`src/rtl/stack_ctrl.sv`:
```
// Data-stack controller: TOS/NOS in registers, deeper entries spilled to a
// synchronous RAM, with depth tracking and sticky overflow/underflow flags.
module stack_ctrl #(
  parameter int W     = 16,
  parameter int DEPTH = 32,
  parameter int AW    = 5
) (
  input  logic          clk,
  input  logic          rst_n,
  input  logic          op_valid,
  output logic          op_ready,
  input  logic [2:0]    op,
  input  logic [W-1:0]  din,
  output logic [W-1:0]  tos,
  output logic [W-1:0]  nos,
  output logic [AW+1:0] depth,
  output logic          empty,
  output logic          full,
  output logic          ovf,
  output logic          unf
);

  typedef enum logic {IDLE, REFILL} state_t;

  localparam logic [2:0] OP_PUSH = 3'd1;
  localparam logic [2:0] OP_POP  = 3'd2;
  localparam logic [2:0] OP_P2P  = 3'd3;
  localparam logic [2:0] OP_DUP  = 3'd4;
  localparam logic [2:0] OP_SWAP = 3'd5;
  localparam logic [2:0] OP_OVER = 3'd6;

  localparam logic [AW+1:0] CAP = (AW+2)'(DEPTH + 2);
  localparam logic [AW+1:0] D1  = (AW+2)'(1);
  localparam logic [AW+1:0] D2  = (AW+2)'(2);
  localparam logic [AW+1:0] D3  = (AW+2)'(3);

  state_t        state_q, state_d;
  logic [W-1:0]  tos_q, tos_d;
  logic [W-1:0]  nos_q, nos_d;
  logic [AW+1:0] depth_q, depth_d;
  logic          ovf_q, ovf_d;
  logic          unf_q, unf_d;

  logic [W-1:0]  mem_q [DEPTH];
  logic [W-1:0]  rdata_q;
  logic          we, re, pop_v;
  logic          acc, is_empty, is_full, has2, has3;
  logic [AW-1:0] waddr, raddr;

  assign op_ready = rst_n && (state_q == IDLE);
  assign acc      = op_valid && op_ready;
  assign is_empty = (depth_q == '0);
  assign is_full  = (depth_q == CAP);
  assign has2     = (depth_q >= D2);
  assign has3     = (depth_q >= D3);
  // RAM holds depth-2 entries; next free slot is sp, top is sp-1
  assign waddr    = AW'(depth_q - D2);
  assign raddr    = AW'(depth_q - D3);

  always_comb begin
    state_d = state_q;
    tos_d   = tos_q;
    nos_d   = nos_q;
    depth_d = depth_q;
    ovf_d   = ovf_q;
    unf_d   = unf_q;
    we      = 1'b0;
    re      = 1'b0;
    pop_v   = 1'b0;
    if (state_q == REFILL) begin
      nos_d   = rdata_q;
      state_d = IDLE;
    end else if (acc) begin
      case (op)
        OP_PUSH: begin
          if (is_full) ovf_d = 1'b1;
          else begin
            we      = has2;
            nos_d   = tos_q;
            tos_d   = din;
            depth_d = depth_q + D1;
          end
        end
        OP_DUP: begin
          if (is_empty) unf_d = 1'b1;
          else if (is_full) ovf_d = 1'b1;
          else begin
            we      = has2;
            nos_d   = tos_q;
            depth_d = depth_q + D1;
          end
        end
        OP_OVER: begin
          if (!has2) unf_d = 1'b1;
          else if (is_full) ovf_d = 1'b1;
          else begin
            we      = 1'b1;
            nos_d   = tos_q;
            tos_d   = nos_q;
            depth_d = depth_q + D1;
          end
        end
        OP_SWAP: begin
          if (!has2) unf_d = 1'b1;
          else begin
            nos_d = tos_q;
            tos_d = nos_q;
          end
        end
        OP_POP: begin
          if (is_empty) unf_d = 1'b1;
          else begin
            tos_d   = nos_q;
            depth_d = depth_q - D1;
            pop_v   = 1'b1;
          end
        end
        OP_P2P: begin
          if (!has2) unf_d = 1'b1;
          else begin
            tos_d   = din;
            depth_d = depth_q - D1;
            pop_v   = 1'b1;
          end
        end
        default: ;
      endcase
      if (pop_v) begin
        if (has3) begin
          re      = 1'b1;
          state_d = REFILL;
        end else begin
          nos_d = '0;
        end
      end
    end
  end

  always_ff @(posedge clk) begin
    if (!rst_n) begin
      state_q <= IDLE;
      tos_q   <= '0;
      nos_q   <= '0;
      depth_q <= '0;
      ovf_q   <= 1'b0;
      unf_q   <= 1'b0;
    end else begin
      state_q <= state_d;
      tos_q   <= tos_d;
      nos_q   <= nos_d;
      depth_q <= depth_d;
      ovf_q   <= ovf_d;
      unf_q   <= unf_d;
    end
  end

  always_ff @(posedge clk) begin
    if (we) mem_q[waddr] <= nos_q;
    if (re) rdata_q <= mem_q[raddr];
  end

  assign tos   = tos_q;
  assign nos   = nos_q;
  assign depth = depth_q;
  assign empty = is_empty;
  assign full  = is_full;
  assign ovf   = ovf_q;
  assign unf   = unf_q;

endmodule

```
`config.mk`:
```
export PLATFORM = sky130hd
export DESIGN_NAME = stack_ctrl
export DESIGN_NICKNAME = d
export VERILOG_FILES = /design/src/rtl/stack_ctrl.sv
export SDC_FILE = /design/constraint.sdc
export NUM_CORES = 1
export LEC_CHECK = 0
export ABC_AREA = 1
export BUFFER_PORTS_ARGS = -buffer_cell sky130_fd_sc_hd__buf_2
export CORE_MARGIN = 1.5
export CORE_UTILIZATION = 45
export CTS_CLUSTER_DIAMETER = 60
export CTS_CLUSTER_SIZE = 14
export DETAILED_ROUTE_END_ITERATION = 16
export HOLD_SLACK_MARGIN = 0.08
export MAX_ROUTING_LAYER = met4
export PLACE_DENSITY = 0.66
export SYNTH_ARGS = -nofsm -noshare
export SYNTH_HDL_FRONTEND = slang
export SYNTH_SLANG_ARGS = --single-unit
export TNS_END_PERCENT = 5
```
`constraint.sdc`:
```
create_clock -name clk -period 2.88 [get_ports clk]
set_input_delay 0.432 -clock clk [delete_from_list [all_inputs] [get_ports clk]]
set_output_delay 0.432 -clock clk [all_outputs]
set_load 0.02 [all_outputs]
```
-- Word level (Yosys, flattened, before mapping)
Memories as Yosys holds them, arrays and structs flattened. A register that Yosys moved wholly into a read port is not among the register bits.
Cells that the tools add are included.
- bits in registers: 42
- latch bits: 0
- bits in writable memories: 512
- memory bits (read-only): 0
- input port bits: 22
- output and inout port bits: 44
- word-level logic and storage cells: 91
- memories kept: 1
- add/sub/neg operators: 4
- multipliers: 0
- divide/modulo/power cells: 0
- order comparisons: 2
- eq/ne operators: 16
- shift operators: 0
- muxes and demuxes: 47
- bitwise operators: 1
- reduce and logical (&&, ||, !) cells: 14
- memories (memory ; depth ; width ; rd ports ; clocked after memory_dff ; wr ports ; line ; text):
    mem_q ; 32 ; 16 ; 1 ; 1 ; 1 ; 44 ; logic [W-1:0] mem_q [DEPTH];
- operator list (cell ; number):
    $mux 16 ; 14
    $pmux 16 s5 ; 1
    $pmux 16 s4 ; 1
    $mux 7 ; 5
    $pmux 7 s5 ; 1
    $mux 1 ; 21
    $ne 2x2->1 const B ; 8
    $ge 7x2->1 const B ; 2
    $reduce_and 5->1 ; 2
    $reduce_bool 5->1 ; 2
    $sub 5x2->5 const B ; 2
    $eq 3x3->1 const B ; 3
    $reduce_and 9->1 ; 1
    $add 7x1->7 const B ; 1
    $eq 7x6->1 const B ; 1
    $logic_not 7->1 ; 1
    $reduce_and 7->1 ; 1
    $sub 7x1->7 const B ; 1
    $eq 3x2->1 const B ; 2
    $pmux 1 s3 ; 2
    $pmux 1 s2 ; 2
    $reduce_bool 2->1 ; 2
    $eq 3x1->1 const B ; 1
    $reduce_bool 3->1 ; 1
    other kinds (5) ; 6

-- Longest topological paths before layout
- word-level depth: 8
- mapped depth: 16
- gate-level depth less buffers: 12

-- Least setup slack after synthesis
No wires, ideal clock.
- path kind: reg-to-reg
- start: register depth_q[0] (netlist: depth[0])
- end: memory mem_q[0][0] (enable)
- setup time: 0.388 ns
- arrival time: 2.712 ns
- required time: 2.492 ns
- path slack: -0.220 ns
- cell stages (with the launch flop): 13
- buffers on the path: 3
- period minus slack after synthesis: 3.100 ns
- path through: dfxtp_1 buf_4 inv_2 buf_2 buf_2 ha_1 nand2_1 nor2_2 inv_1 nand4_1 nor2_1 nand2_1 nor2_1
- word-level cells in the longest chain between the ends: 8
- elaborated cells between the ends (all ways): 13
- those cells by class: 1 x add/sub; 1 x order compare; 1 x eq/ne; 9 x mux; 1 x reduce/logical
- RTL lines (item ; line ; text):
    start: declaration ; 40 ; logic [AW+1:0] depth_q, depth_d;
    start signal: assignment ; 151 ; depth_q <= depth_d;
    $eq 7x6->1 (*) ; 53 ; assign is_full = (depth_q == CAP);
    named net full ; 18 ; output logic full,
    $mux 1, on equally long branches ; 95, 76, 86 ;
    $mux 1, on equally long branches ; 94, 85 ;
    $pmux 1 s3 (*) ; 74 ; case (op)
    $mux 1 (*) ; 73 ; end else if (acc) begin
    $mux 1 (*) ; 70 ; if (state_q == REFILL) begin
    $mux 1 (*) ; 158 ; if (we) mem_q[waddr] <= nos_q;
    $mux 1 (implied by the code) (*) ; 158 ;
    end: declaration ; 44 ;
The timed path passes the listed nets; every way through them passes the cells marked *.

-- Worst setup path in the final report
- start: register depth_q[1] (netlist: depth[1])
- end: register rdata_q[3] (read register of mem_q), data pin
- word-level cells in the longest chain between the ends: 8
- elaborated cells between the ends (all ways): 13
- those cells by class: 1 x add/sub; 2 x order compare; 9 x mux; 1 x reduce/logical
- RTL lines (item ; line ; text):
    $ge 7x2->1 / $logic_not 7->1 (equally long branches) ; 54, 52 ;
    $mux 1, on equally long branches ; 119, 111 ;
    $pmux 1 s2 ; 74 ;
    $mux 1 ; 73 ;
    $mux 1 ; 70 ;
    $mux 1 (2 in a row) ; - ;
    $mux 1 ; 70 ;
    end: declaration ; 45 ; logic [W-1:0] rdata_q;
Several ways; a longest one is shown, not always the timed one. The select of a mux whose other input is x is not followed.
A chain may end at the register's enable or synchronous reset.

==> qor.csv <==
metric,value,unit
synth_top_family_by_area,simple AND/OR/NAND/NOR gates,
utilization,0.512,
drcViolationCount,0,
core,51500,um2
vias_per_cell,5.71,
antenna_left,0,
min_period_over_period,0.962,
muxShareOfSynthArea,0.00680,
place_hpwl,39300,um
dr.pass1.iters,6,
die_area,53700,um2
cp_data_required_time,3310,ps
synthFlopType,edfxtp_1,
cts.sinks,570,
setup_viol,0,
holdBufCountCts,0,
critPathLaunchType,flip-flop,
synth_fa_ha_area_frac,0.00670,
cts.clk_slew.worst_paths,70,ps
grt_max_degree,148,
slew_headroom,0.264,
final_common_cell,edfxtp_1,
rsz0062_at_grt,no,
synth-edff-count,528,
avgRoutedWirePerCell,22.2,um
critPathArrivalTime,3200,ps
power_density,634,nW/um2
clock.fmax,0.361,GHz
fin_skew,14.9,ps
crit_type,reg2reg,
ios,66,
avgSynthCellArea,11.6,um2
cts_buffer_depth,3,
most-common-layout-cells,"edfxtp_1, nor2_1, o21ai_0",
async_reset_ff_frac,0,
final_max_slew_viol_count,0,
dr.first_iter.drc_count,1985,
drive_above_1_share,0.118,
maxCapViolCount,0,
ys_seq_elements,570,
dp_cells,2752,
die_w,232,um
hold_class,in2reg,
root_buffer,clkbuf_16,
diodes,0,
layout.nets,2155,
wl,62800,um
grt_usage,0.241,
leakagePower,10.2,nW
clkLatencyLatePin,570,ps
hold_violations,0,
worst_pin_slew,1100,ps
die_h,232,um
gp_congestion,0.899,
synthCells,2028,
yosys_warnings,0,
synth-compound-area-share,0.119,
synthXorXnorAreaFrac,0.00330,
synthSimpleGateAreaFrac,0.123,
post_cts_resized,0,
grt_pass1_wl,94800,um
ys_seq_area_frac,0.709,
layout_min_cycle_time,2770,ps
synth_cell_types,32,
cp_max_fo,74,
cts_tree,yes,
synth_fp_nets,2062,
holdWs,198,ps
initial_utilization,0.457,
end_kind,flip-flop,
grt_pass1_vias,15100,
synth_area,23500,um2
io_buffers,65,
htree_num_levels,2,
vias,16100,
rows,83,
cts_setup_buffers,0,
vdd_drop_max,473,uV
numCtsBuffers,47,
outcome,"finished, final reports clean",
syn_to_final_growth,12.1,%
fin_cells,2823,
grt_overflow,0,
antenna_found_initial,0,
## worst max-delay path: stages, from the launching register on
cell and delay (ps):
dfxtp_1 500, inv_1 200, ha_4 380, buf_12 270
o21ai_0 140, o22ai_1 340, nor2_1 100, o21ai_1 340
nand2_1 190, nand2_1 110
## path summary, 6_finish.rpt
kind	from	end	slack, ps	cells past startpoint
worst min register to register	unf	unf	490	2
worst min-delay path	din[6]	tos[6]	200	5
worst max register to register	depth[1]	rdata_q[3]	110	9
worst max-delay path	depth[1]	rdata_q[3]	110	9
## synth_stat cells, types with 16 or more instances
library cell | n | area [um2]
a21oi_1 | 30 | 150
a22oi_1 | 16 | 120
buf_2 | 55 | 275
clkbuf_1 | 45 | 169
dfxtp_1 | 42 | 841
edfxtp_1 | 528 | 15900
inv_1 | 24 | 90.1
inv_2 | 16 | 60.1
mux2i_1 | 16 | 160
nand2_1 | 175 | 657
nand3_1 | 60 | 300
nor2_1 | 478 | 1790
o211ai_1 | 42 | 315
o21ai_0 | 320 | 1600
o21ai_1 | 82 | 410
o22ai_1 | 31 | 194
## layer usage
metal | up-vias | global-route usage | part of all wire
met5 | - | - | 0
met1 | 7781 | 0.341 | 0.42
met4 | 0 | 0.0737 | 0.030
li1 | 7409 | - | -
met2 | 819 | 0.365 | 0.46
met3 | 107 | 0.0311 | 0.090
## flip-flops by register name, indices dropped and copies added, names as in the netlist
signal,cells
unf,1
ovf,1
mem_q,512
tos,16
state_q,1
nos,16
rdata_q,16
depth,7
## per-stage QoR
step / worst slack, ps / area (um2) / power (mW) / setup TNS, ps
floorplan: -220 / 23500 / 10.3 / -112810
global placement: 229 / 25000 / 10.9 / 0
detailed placement: 190 / 25000 / 10.9 / 0
CTS: 157 / 26400 / 16.8 / 0
global route: 20.0 / 26400 / 17.2 / 0
finish: 109 / 26400 / 16.7 / 0
## logic make-up after synthesis
family,after synthesis
DFF,570
and+or+nand+nor,734
adders and majority gates,12
xor gates and xnor gates,8
muxes,16
buffers and inverters,164
AOI/OAI and AO/OA,524
## cell type report
cell class / instances / area [um2]
Multi-Input combinational cell: 1294 / 6120
Fill cell: 4475 / 25100
Clock inverter: 6 / 51.3
Timing Repair Buffer: 168 / 1210
Clock buffer: 65 / 1290
Tap cell: 680 / 851
Sequential cell: 570 / 16700
Inverter: 40 / 155
## where the power goes
part	total, mW	switching, mW	internal (mW)
logic	1.75	1.23	0.511
clock network	5.93	2.76	3.17
registers	9.04	0.0465	8.99
total	16.7	4.04	12.7
Note: power is estimated with default switching activity, not from simulation.
